<file path="config.mk">
export PLATFORM = sky130hd
export DESIGN_NAME = pipeline_hazard_ctrl_flat
export DESIGN_NICKNAME = d
export VERILOG_FILES = /design/src/rtl/pipeline_hazard_ctrl_if.sv /design/src/rtl/pipeline_hazard_ctrl.sv /design/src/flat_wrapper.sv
export SDC_FILE = /design/constraint.sdc
export NUM_CORES = 1
export LEC_CHECK = 0
export BUFFER_PORTS_ARGS = -buffer_cell sky130_fd_sc_hd__buf_2
export CAP_MARGIN = 20
export CORE_AREA = 5 5 42 44
export DETAILED_ROUTE_END_ITERATION = 6
export DIE_AREA = 0 0 47 49
export PLACE_DENSITY = 0.69
export SLEW_MARGIN = 5
export SYNTH_ARGS = -nofsm -noshare
export SYNTH_HDL_FRONTEND = slang
export SYNTH_SLANG_ARGS = --single-unit
</file>
<file path="constraint.sdc">
create_clock -name clk -period 2.7 [get_ports clk]
set_clock_uncertainty 0.15 [all_clocks]
set_input_delay 0.405 -clock clk [delete_from_list [all_inputs] [get_ports clk]]
set_output_delay 0.405 -clock clk [all_outputs]
set_load 0.02 [all_outputs]
</file>
<file path="src/rtl/pipeline_hazard_ctrl_if.sv">
// Port bundle between the pipeline registers and the hazard controller.
// The stall/flush/wait counter signals exist only when HAZ_PERF_EN is defined.
interface pipeline_hazard_ctrl_if #(
  parameter int CNT_W = 32
);
  logic [4:0] id_rs1;
  logic [4:0] id_rs2;
  logic       ex_memread;
  logic [4:0] ex_rd;
  logic       mem_branch;
  logic       mem_zero;
  logic       mem_memread;
  logic       mem_memwrite;
  logic       dmem_ready;

  logic       pc_write;
  logic       pc_sel_br;
  logic       ifid_write;
  logic       ifid_flush;
  logic       idex_flush;
  logic       exmem_flush;
  logic       exmem_hold;
  logic       dmem_req;
  logic       mem_err;
`ifdef HAZ_PERF_EN
  logic [CNT_W-1:0] stall_cnt;
  logic [CNT_W-1:0] flush_cnt;
  logic [CNT_W-1:0] wait_cnt;
`endif

  modport master (
    output id_rs1, id_rs2, ex_memread, ex_rd, mem_branch, mem_zero,
           mem_memread, mem_memwrite, dmem_ready,
`ifdef HAZ_PERF_EN
    input  stall_cnt, flush_cnt, wait_cnt,
`endif
    input  pc_write, pc_sel_br, ifid_write, ifid_flush, idex_flush,
           exmem_flush, exmem_hold, dmem_req, mem_err
  );

  modport slave (
    input  id_rs1, id_rs2, ex_memread, ex_rd, mem_branch, mem_zero,
           mem_memread, mem_memwrite, dmem_ready,
`ifdef HAZ_PERF_EN
    output stall_cnt, flush_cnt, wait_cnt,
`endif
    output pc_write, pc_sel_br, ifid_write, ifid_flush, idex_flush,
           exmem_flush, exmem_hold, dmem_req, mem_err
  );
endinterface

</file>
<file path="src/rtl/pipeline_hazard_ctrl.sv">
// Hazard controller for the 5-stage RV64 pipeline: load-use bubbles, MEM-stage branch
// flushes and data-memory freezes with timeout. Define HAZ_PERF_EN for performance counters.
module pipeline_hazard_ctrl #(
  parameter int MEM_TIMEOUT = 16,
  parameter int CNT_W       = 32
) (
  input logic                   clk,
  input logic                   reset,
  pipeline_hazard_ctrl_if.slave hz
);

  localparam int CTR_W = $clog2(MEM_TIMEOUT) + 1;
  localparam logic [CTR_W-1:0] TIMEOUT_LAST = CTR_W'(MEM_TIMEOUT - 1);

  typedef enum logic {RUN, MEM_WAIT} state_t;

  state_t           r_state;
  state_t           w_nextState;
  logic [CTR_W-1:0] r_waitCtr;
  logic [CTR_W-1:0] w_nextWaitCtr;
  logic             r_memErr;
  logic             w_setErr;

  logic w_memAcc;
  logic w_brTaken;
  logic w_loadUse;
  logic w_memPending;
  logic w_timeout;
  logic w_freeze;
  logic w_stallEvt;
  logic w_flushEvt;

  logic w_pcWrite;
  logic w_pcSelBr;
  logic w_ifidWrite;
  logic w_ifidFlush;
  logic w_idexFlush;
  logic w_exmemFlush;
  logic w_exmemHold;
  logic w_dmemReq;

  assign w_memAcc     = hz.mem_memread | hz.mem_memwrite;
  assign w_brTaken    = hz.mem_branch & hz.mem_zero;
  assign w_loadUse    = hz.ex_memread & (hz.ex_rd != 5'd0) &
                        ((hz.ex_rd == hz.id_rs1) | (hz.ex_rd == hz.id_rs2));
  // wait_ctr counts cycles the current access has been outstanding; the cycle that
  // reaches MEM_TIMEOUT abandons the access instead of freezing again.
  assign w_memPending = w_memAcc & ~hz.dmem_ready;
  assign w_timeout    = w_memPending & (r_waitCtr == TIMEOUT_LAST);
  assign w_freeze     = w_memPending & ~w_timeout;

  always_ff @(posedge clk or posedge reset) begin
    if (reset) begin
      r_state   <= RUN;
      r_waitCtr <= '0;
      r_memErr  <= 1'b0;
    end else begin
      r_state   <= w_nextState;
      r_waitCtr <= w_nextWaitCtr;
      if (w_setErr) r_memErr <= 1'b1;
    end
  end

  always_comb begin
    w_nextState   = r_state;
    w_nextWaitCtr = '0;
    w_setErr      = 1'b0;
    w_stallEvt    = 1'b0;
    w_flushEvt    = 1'b0;
    w_pcWrite     = 1'b1;
    w_pcSelBr     = 1'b0;
    w_ifidWrite   = 1'b1;
    w_ifidFlush   = 1'b0;
    w_idexFlush   = 1'b0;
    w_exmemFlush  = 1'b0;
    w_exmemHold   = 1'b0;
    w_dmemReq     = w_memAcc;

    case (r_state)
      RUN:      if (w_freeze) w_nextState = MEM_WAIT;
      MEM_WAIT: w_nextState = w_freeze ? MEM_WAIT : RUN;
      default:  w_nextState = RUN;
    endcase

    if (w_freeze) begin
      w_nextWaitCtr = r_waitCtr + CTR_W'(1);
      w_pcWrite     = 1'b0;
      w_ifidWrite   = 1'b0;
      w_exmemHold   = 1'b1;
    end else begin
      if (w_timeout) begin
        w_exmemFlush = 1'b1;
        w_setErr     = 1'b1;
      end
      // A taken branch squashes the load-use victim, so its bubble is not needed.
      if (w_brTaken) begin
        w_pcSelBr    = 1'b1;
        w_ifidFlush  = 1'b1;
        w_idexFlush  = 1'b1;
        w_exmemFlush = 1'b1;
        w_flushEvt   = 1'b1;
      end else if (w_loadUse) begin
        w_pcWrite   = 1'b0;
        w_ifidWrite = 1'b0;
        w_idexFlush = 1'b1;
        w_stallEvt  = 1'b1;
      end
    end

    if (reset) begin
      w_pcWrite    = 1'b0;
      w_pcSelBr    = 1'b0;
      w_ifidWrite  = 1'b0;
      w_ifidFlush  = 1'b0;
      w_idexFlush  = 1'b0;
      w_exmemFlush = 1'b0;
      w_exmemHold  = 1'b0;
      w_dmemReq    = 1'b0;
    end
  end

  assign hz.pc_write    = w_pcWrite;
  assign hz.pc_sel_br   = w_pcSelBr;
  assign hz.ifid_write  = w_ifidWrite;
  assign hz.ifid_flush  = w_ifidFlush;
  assign hz.idex_flush  = w_idexFlush;
  assign hz.exmem_flush = w_exmemFlush;
  assign hz.exmem_hold  = w_exmemHold;
  assign hz.dmem_req    = w_dmemReq;
  assign hz.mem_err     = r_memErr;

`ifdef HAZ_PERF_EN
  logic [CNT_W-1:0] r_stallCnt;
  logic [CNT_W-1:0] r_flushCnt;
  logic [CNT_W-1:0] r_waitCnt;

  always_ff @(posedge clk or posedge reset) begin
    if (reset) begin
      r_stallCnt <= '0;
      r_flushCnt <= '0;
      r_waitCnt  <= '0;
    end else begin
      if (w_stallEvt) r_stallCnt <= r_stallCnt + CNT_W'(1);
      if (w_flushEvt) r_flushCnt <= r_flushCnt + CNT_W'(1);
      if (w_freeze)   r_waitCnt  <= r_waitCnt + CNT_W'(1);
    end
  end

  assign hz.stall_cnt = r_stallCnt;
  assign hz.flush_cnt = r_flushCnt;
  assign hz.wait_cnt  = r_waitCnt;
`endif

endmodule

</file>
<file path="src/flat_wrapper.sv">
// flat-port wrapper written by rule: the top's interface ports become plain ports
module pipeline_hazard_ctrl_flat 
#(
  parameter int MEM_TIMEOUT = 16,
  parameter int CNT_W       = 32
)
  (clk, reset, hz_id_rs1, hz_id_rs2, hz_ex_memread, hz_ex_rd, hz_mem_branch, hz_mem_zero, hz_mem_memread, hz_mem_memwrite, hz_dmem_ready, hz_pc_write, hz_pc_sel_br, hz_ifid_write, hz_ifid_flush, hz_idex_flush, hz_exmem_flush, hz_exmem_hold, hz_dmem_req, hz_mem_err);
  pipeline_hazard_ctrl_if #(.CNT_W(CNT_W)) hz_i ();
  input logic clk;
  input logic reset;
  input wire logic [$bits(hz_i.id_rs1)-1:0] hz_id_rs1;
  input wire logic [$bits(hz_i.id_rs2)-1:0] hz_id_rs2;
  input wire logic [$bits(hz_i.ex_memread)-1:0] hz_ex_memread;
  input wire logic [$bits(hz_i.ex_rd)-1:0] hz_ex_rd;
  input wire logic [$bits(hz_i.mem_branch)-1:0] hz_mem_branch;
  input wire logic [$bits(hz_i.mem_zero)-1:0] hz_mem_zero;
  input wire logic [$bits(hz_i.mem_memread)-1:0] hz_mem_memread;
  input wire logic [$bits(hz_i.mem_memwrite)-1:0] hz_mem_memwrite;
  input wire logic [$bits(hz_i.dmem_ready)-1:0] hz_dmem_ready;
  output wire logic [$bits(hz_i.pc_write)-1:0] hz_pc_write;
  output wire logic [$bits(hz_i.pc_sel_br)-1:0] hz_pc_sel_br;
  output wire logic [$bits(hz_i.ifid_write)-1:0] hz_ifid_write;
  output wire logic [$bits(hz_i.ifid_flush)-1:0] hz_ifid_flush;
  output wire logic [$bits(hz_i.idex_flush)-1:0] hz_idex_flush;
  output wire logic [$bits(hz_i.exmem_flush)-1:0] hz_exmem_flush;
  output wire logic [$bits(hz_i.exmem_hold)-1:0] hz_exmem_hold;
  output wire logic [$bits(hz_i.dmem_req)-1:0] hz_dmem_req;
  output wire logic [$bits(hz_i.mem_err)-1:0] hz_mem_err;
  assign hz_i.id_rs1 = hz_id_rs1;
  assign hz_i.id_rs2 = hz_id_rs2;
  assign hz_i.ex_memread = hz_ex_memread;
  assign hz_i.ex_rd = hz_ex_rd;
  assign hz_i.mem_branch = hz_mem_branch;
  assign hz_i.mem_zero = hz_mem_zero;
  assign hz_i.mem_memread = hz_mem_memread;
  assign hz_i.mem_memwrite = hz_mem_memwrite;
  assign hz_i.dmem_ready = hz_dmem_ready;
  assign hz_pc_write = hz_i.pc_write;
  assign hz_pc_sel_br = hz_i.pc_sel_br;
  assign hz_ifid_write = hz_i.ifid_write;
  assign hz_ifid_flush = hz_i.ifid_flush;
  assign hz_idex_flush = hz_i.idex_flush;
  assign hz_exmem_flush = hz_i.exmem_flush;
  assign hz_exmem_hold = hz_i.exmem_hold;
  assign hz_dmem_req = hz_i.dmem_req;
  assign hz_mem_err = hz_i.mem_err;
  pipeline_hazard_ctrl #(.MEM_TIMEOUT(MEM_TIMEOUT), .CNT_W(CNT_W)) u_core (.clk(clk), .reset(reset), .hz(hz_i));
endmodule
</file>
### Word level (Yosys, flattened, before mapping)

Index checks and enable logic that the tools add are counted.

| operators by class | value |
|---|---|
| equality and inequality tests | 3 |
| div/mod/pow operators | 0 |
| reduce and logical (&&, ||, !) cells | 1 |
| bitwise logic cells | 10 |
| shifts and indexed selects | 0 |
| $add $sub $neg | 1 |
| $lt $le $gt $ge | 0 |
| muxes and demuxes | 20 |
| multipliers | 0 |

Operator list:

| kind | count |
|---|---|
| 2-to-1 mux 1 bit | 19 |
| equality test 5 bit | 2 |
| bitwise AND 1 bit | 6 |
| adder 5 x 1 -> 5 bit, second input constant | 1 |
| equality test 5 x 4 -> 1 bit, second input constant | 1 |
| 2-to-1 mux 5 bit | 1 |
| nonzero test 5 bit | 1 |
| NOT 1 bit | 2 |
| OR 1 bit | 2 |

| storage, ports and cells | value |
|---|---|
| word-level logic and storage cells | 37 |
| bits in read-only memories | 0 |
| bits in registers | 6 |
| RAM bits | 0 |
| output and inout bits | 9 |
| bits in latches | 0 |
| memories kept | 0 |

### Longest topological paths before layout

| logic depth | value |
|---|---|
| word-level depth | 7 |
| mapped depth | 6 |
| gate-level depth less buffers | 6 |

### Worst setup path after synthesis

OpenSTA, ideal clock, no wires.

| path | value |
|---|---|
| path type | register to output |
| from | register u_core.r_waitCtr[0] |
| to | output port hz_pc_sel_br |
| path slack | 0.364 ns |
| cell stages (with the launch flop) | 7 |
| data arrival time | 1.781 ns |
| buffers on the path | 1 |
| cell sequence | dfrtp_1 ha_1 and3_1 ha_1 nor3_1 nor3_1 buf_4 |

| between the ends | value |
|---|---|
| word-level cells in the longest chain between the ends | 6 |

Ends and longest elaborated chain:

| element | line | source |
|---|---|---|
| from (decl) | pipeline_hazard_ctrl.sv:19 | `logic [CTR_W-1:0] r_waitCtr;` |
| from (signal assigned) | pipeline_hazard_ctrl.sv:59 | `r_waitCtr <= w_nextWaitCtr;` |
| equality test 5 x 4 -> 1 bit | pipeline_hazard_ctrl.sv:49 | `assign w_timeout = w_memPending & (r_waitCtr == TIMEOUT_LAST);` |
| bitwise AND 1 bit | pipeline_hazard_ctrl.sv:49 |  |
| NOT 1 bit | pipeline_hazard_ctrl.sv:50 | `assign w_freeze = w_memPending & ~w_timeout;` |
| bitwise AND 1 bit | pipeline_hazard_ctrl.sv:50 |  |
| 2-to-1 mux 1 bit (2 in series) | n/a |  |
| to (decl) | flat_wrapper.sv:21 | `output wire logic [$bits(hz_i.pc_sel_br)-1:0] hz_pc_sel_br;` |

No other way between the ends.

### Worst setup path in the final report

| path | value |
|---|---|
| from | register u_core.r_waitCtr[0] |
| to | output port hz_exmem_hold |

| between the ends | value |
|---|---|
| word-level cells in the longest chain between the ends | 6 |

Ends and longest elaborated chain:

| element | line | source |
|---|---|---|
| equality test 5 x 4 -> 1 bit | pipeline_hazard_ctrl.sv:49 |  |
| bitwise AND 1 bit | pipeline_hazard_ctrl.sv:49 |  |
| NOT 1 bit | pipeline_hazard_ctrl.sv:50 |  |
| bitwise AND 1 bit | pipeline_hazard_ctrl.sv:50 |  |
| 2-to-1 mux 1 bit | n/a |  |
| 2-to-1 mux 1 bit | pipeline_hazard_ctrl.sv:110 | `if (reset) begin` |
| to (decl) | flat_wrapper.sv:26 | `output wire logic [$bits(hz_i.exmem_hold)-1:0] hz_exmem_hold;` |

No other way between the ends.

==> summary.txt <==
Layout
  • Design area: 663 sq um
  • Final Net Count: 114
  • Ant diodes: 0
  • Flip-flop and latch area: 150 sq um
  • Multi-input logic area: 298 sq um
  • Area Growth Syn to Fin: 42.5%
  • Layout cells sized above 1: 0.448
  • Fillers: 156

Setup path
  • CP max-delay cell: or3_1
  • CP startpoint: u_core.r_waitCtr[0]
  • Crit path buffers/inverters: 1
  • Crit path depth: 6
  • R2r setup slk: 0.90 ns
  • Critical Path Source Type: flip-flop
  • Critical Path RT: 2.14 ns
  • CP delay by family, top: simple AND/OR/NAND/NOR gates
  • Crit Path Category: flip-flop to primary output
  • Worst r2r src: u_core.r_waitCtr[0]
  • Crit path largest cell delay: 0.43 ns
  • Crit-path cells: ha_1, and3_1, ha_1, or3_1, nor2_1, buf_2
  • Reg2Reg Depth: 5
  • Cell mode on critical path: ha_1
  • Max Fanout on Critical Path: 5
  • CP arrival: 1.98 ns
  • CP endpoint kind: primary output

STA
  • Fmax: 394 MHz
  • Max-slew headroom: 0.803
  • Final setup fails: 0
  • Final worst slack: 0.161 ns
  • Final worst-path cycle share: 0.940
  • RSZ-0062 raised after global routing: false
  • TNS Setup: 0 ns
  • Min Tclk post-route: 2.54 ns
  • Endpoints failing hold: 0
  • Worst Tran Pin Value: 0.294 ns
  • Final Max Tran Viols: 0

Place
  • Gpl congestion: 0.709
  • Place WS: 0.302 ns
  • Post-DP HPWL: 978 um
  • Buffers on Ports: 31
  • DP Area: 626 sq um

CTS
  • Worst-path clk slew: 0.04 ns
  • Postcts setup bufs: 0
  • Htree depth: 1
  • Worst-skew pair later-pin latency: 0.24 ns
  • CTS buffer count: 3
  • CTS sink cnt: 6
  • CTS tree: yes
  • Longest Clk Path Bufs: 2
  • Clock Tree Root: clkbuf_4

Logic synthesis
  • Share of the synthesized area in the top cell type: 0.323
  • Top cells by count, synth: 11 x xnor2_1, 8 x nor2_1, 6 x dfrtp_1
  • Ys async rst share: 1.00
  • YS warnings: 0
  • FF+latch count, synth: 6
  • EDFF count, synth: 0
  • Most common cell in the netlist: xnor2_1
  • Post-synthesis sequential area ratio: 0.323
  • Synth cell types: 22
  • Post-synthesis average cell area: 8.62 sq um
  • Cell Area, Synth: 465 sq um
  • Synth Flop Type: dfrtp_1
  • Syn Nets: 79
  • Top cell type by total area after synthesis: dfrtp_1
  • Post-Synthesis Cells: 54
  • Largest cells by area after synthesis: dfrtp_1 32%, xnor2_1 21%, nor2_1 6.5%, ha_1 5.4%, nand3_1 3.2%

Die
  • Die width: 47 um
  • Io pins: 32
  • Die Span Y: 49 um
  • Die area: 2300 sq um
  • # rows: 14
  • Initial Utilization: 0.332
  • Core area: 1400 sq um

Global route
  • Initial antenna violation count: 0
  • First-pass GRT wire length: 1900 um
  • Largest net degree at the start of global routing: 8
  • Number of global-route vias before repair: 463
  • GR Overflow Total: 0
  • Global-route usage over all layers: 0.113

Route
  • Post-DR wirelength/cell: 11.0 um
  • WL final: 1130 um
  • Routed Antenna Nets: 0
  • 1st-iter DRT viols: 2
  • Drt drc: 0
  • Vias/cell: 4.67
  • Detailed Routing Iterations Pass 1: 5
  • Vias: 481

Power and ir drop
  • Design Power: 251 uW
  • Worst vdd ir: 0.000242 V
  • Clock share of power: 0.329
  • Combinational Power Share: 0.292
  • Leak: 0.000347 uW
  • Sw Pwr: 71.9 uW
  • Internal: 179 uW
  • Reg power frac: 0.379
  • Net Sw Frac: 0.287
  • Pwr Density: 378 nW/um^2

Worst hold path
  • Hold depth: 1
  • Min-Delay Path Class: flip-flop to flip-flop
  • Min-Delay Startpoint: u_core.hz.mem_err

Run status
  • Status: completed

Flow run
  • MaxCap Viol Count: 0
## metal layers
layer  wire length [um]  share of wire  track usage
met1                410           0.36        0.129
met3                133           0.12       0.0664
met4                  0              0       0.0276
met2                590           0.52        0.174
met5                  0              0            0
## per-stage QoR
step / hold slack [ns] / instances / util
floorplan: 0.0460 / 54 / -
global placement: 0.245 / 99 / 0.446
detailed placement: 0.256 / 99 / 0.446
CTS: 0.319 / 103 / 0.470
global route: 0.331 / 103 / 0.473
finish: 0.318 / 103 / 0.473
## registers in the layout (all words and copies together) (netlist names)
register and cells:
u_core.hz.mem_err 1, u_core.r_waitCtr 5
## area by class of cell
class,count,share of cell area
sequential,6,0.226
multi-input combinational,44,0.449
clock buffer,3,0.0340
inverter,2,0.0113
timing repair buffer,32,0.249
tap,16,0.0302
## placed cells by master, fill, tap and decap left out
cell and instances:
a211oi_2 1, a21o_1 1, a21oi_1 1, a21oi_2 1
and2_1 1, and3_1 1, buf_2 31, clkbuf_4 3
dfrtp_1 6, dlygate4sd3_1 1, ha_1 2, inv_1 2
nand2_1 4, nand2b_1 1, nand3_1 3, nor2_1 8
nor3_1 2, nor3_2 1, o21ai_2 1, o22ai_1 1
or2_2 1, or3_1 1, or4_1 1, xnor2_1 11
xor2_1 1
## timing repair
action | in CTS | in global routing
hold buffers | 1 | 0
setup endpoints to repair | 0 | 1
hold endpoints to repair | 6 | 0
resized for setup | 0 | 1
## logic make-up (layout without fill, tap and decap cells)
logic type               after synthesis  count (layout)  share of synthesized area
XOR/XNOR                              12              12                      0.226
adder cells (fa/ha/maj)                2               2                     0.0538
AO/OA/AOI/OAI                          6               6                      0.105
AND/OR/NAND/NOR                       24              24                      0.245
buffers and inverters                  4              37                     0.0484
flip-flops                             6               6                      0.323
## power groups by stage
stage                     registers (uW)  clock network, uW  logic (uW)
after floorplan                     95.6                  0        41.8
after global placement              95.8                  0        71.0
after detailed placement            96.0                  0        72.6
after CTS                           94.9               84.9        74.1
after global routing                95.1               92.1        82.0
final                               95.0               82.3        73.1
## path summary, 6_finish.rpt
kind                                             to
max in group asynchronous       u_core.r_waitCtr[1]
worst min register to register    u_core.hz.mem_err
worst max register to register  u_core.r_waitCtr[3]
worst min-delay path              u_core.hz.mem_err
min in group asynchronous       u_core.r_waitCtr[2]
worst max-delay path                  hz_exmem_hold
## worst reg2reg max path, delay by kind of cell (launching register included)
family                   cells  cell delay [ns]
flip-flops                   1             0.39
adder cells (fa/ha/maj)      2             0.45
AND/OR/NAND/NOR              3             0.74
No activity file was read; power rests on OpenSTA's default activity.
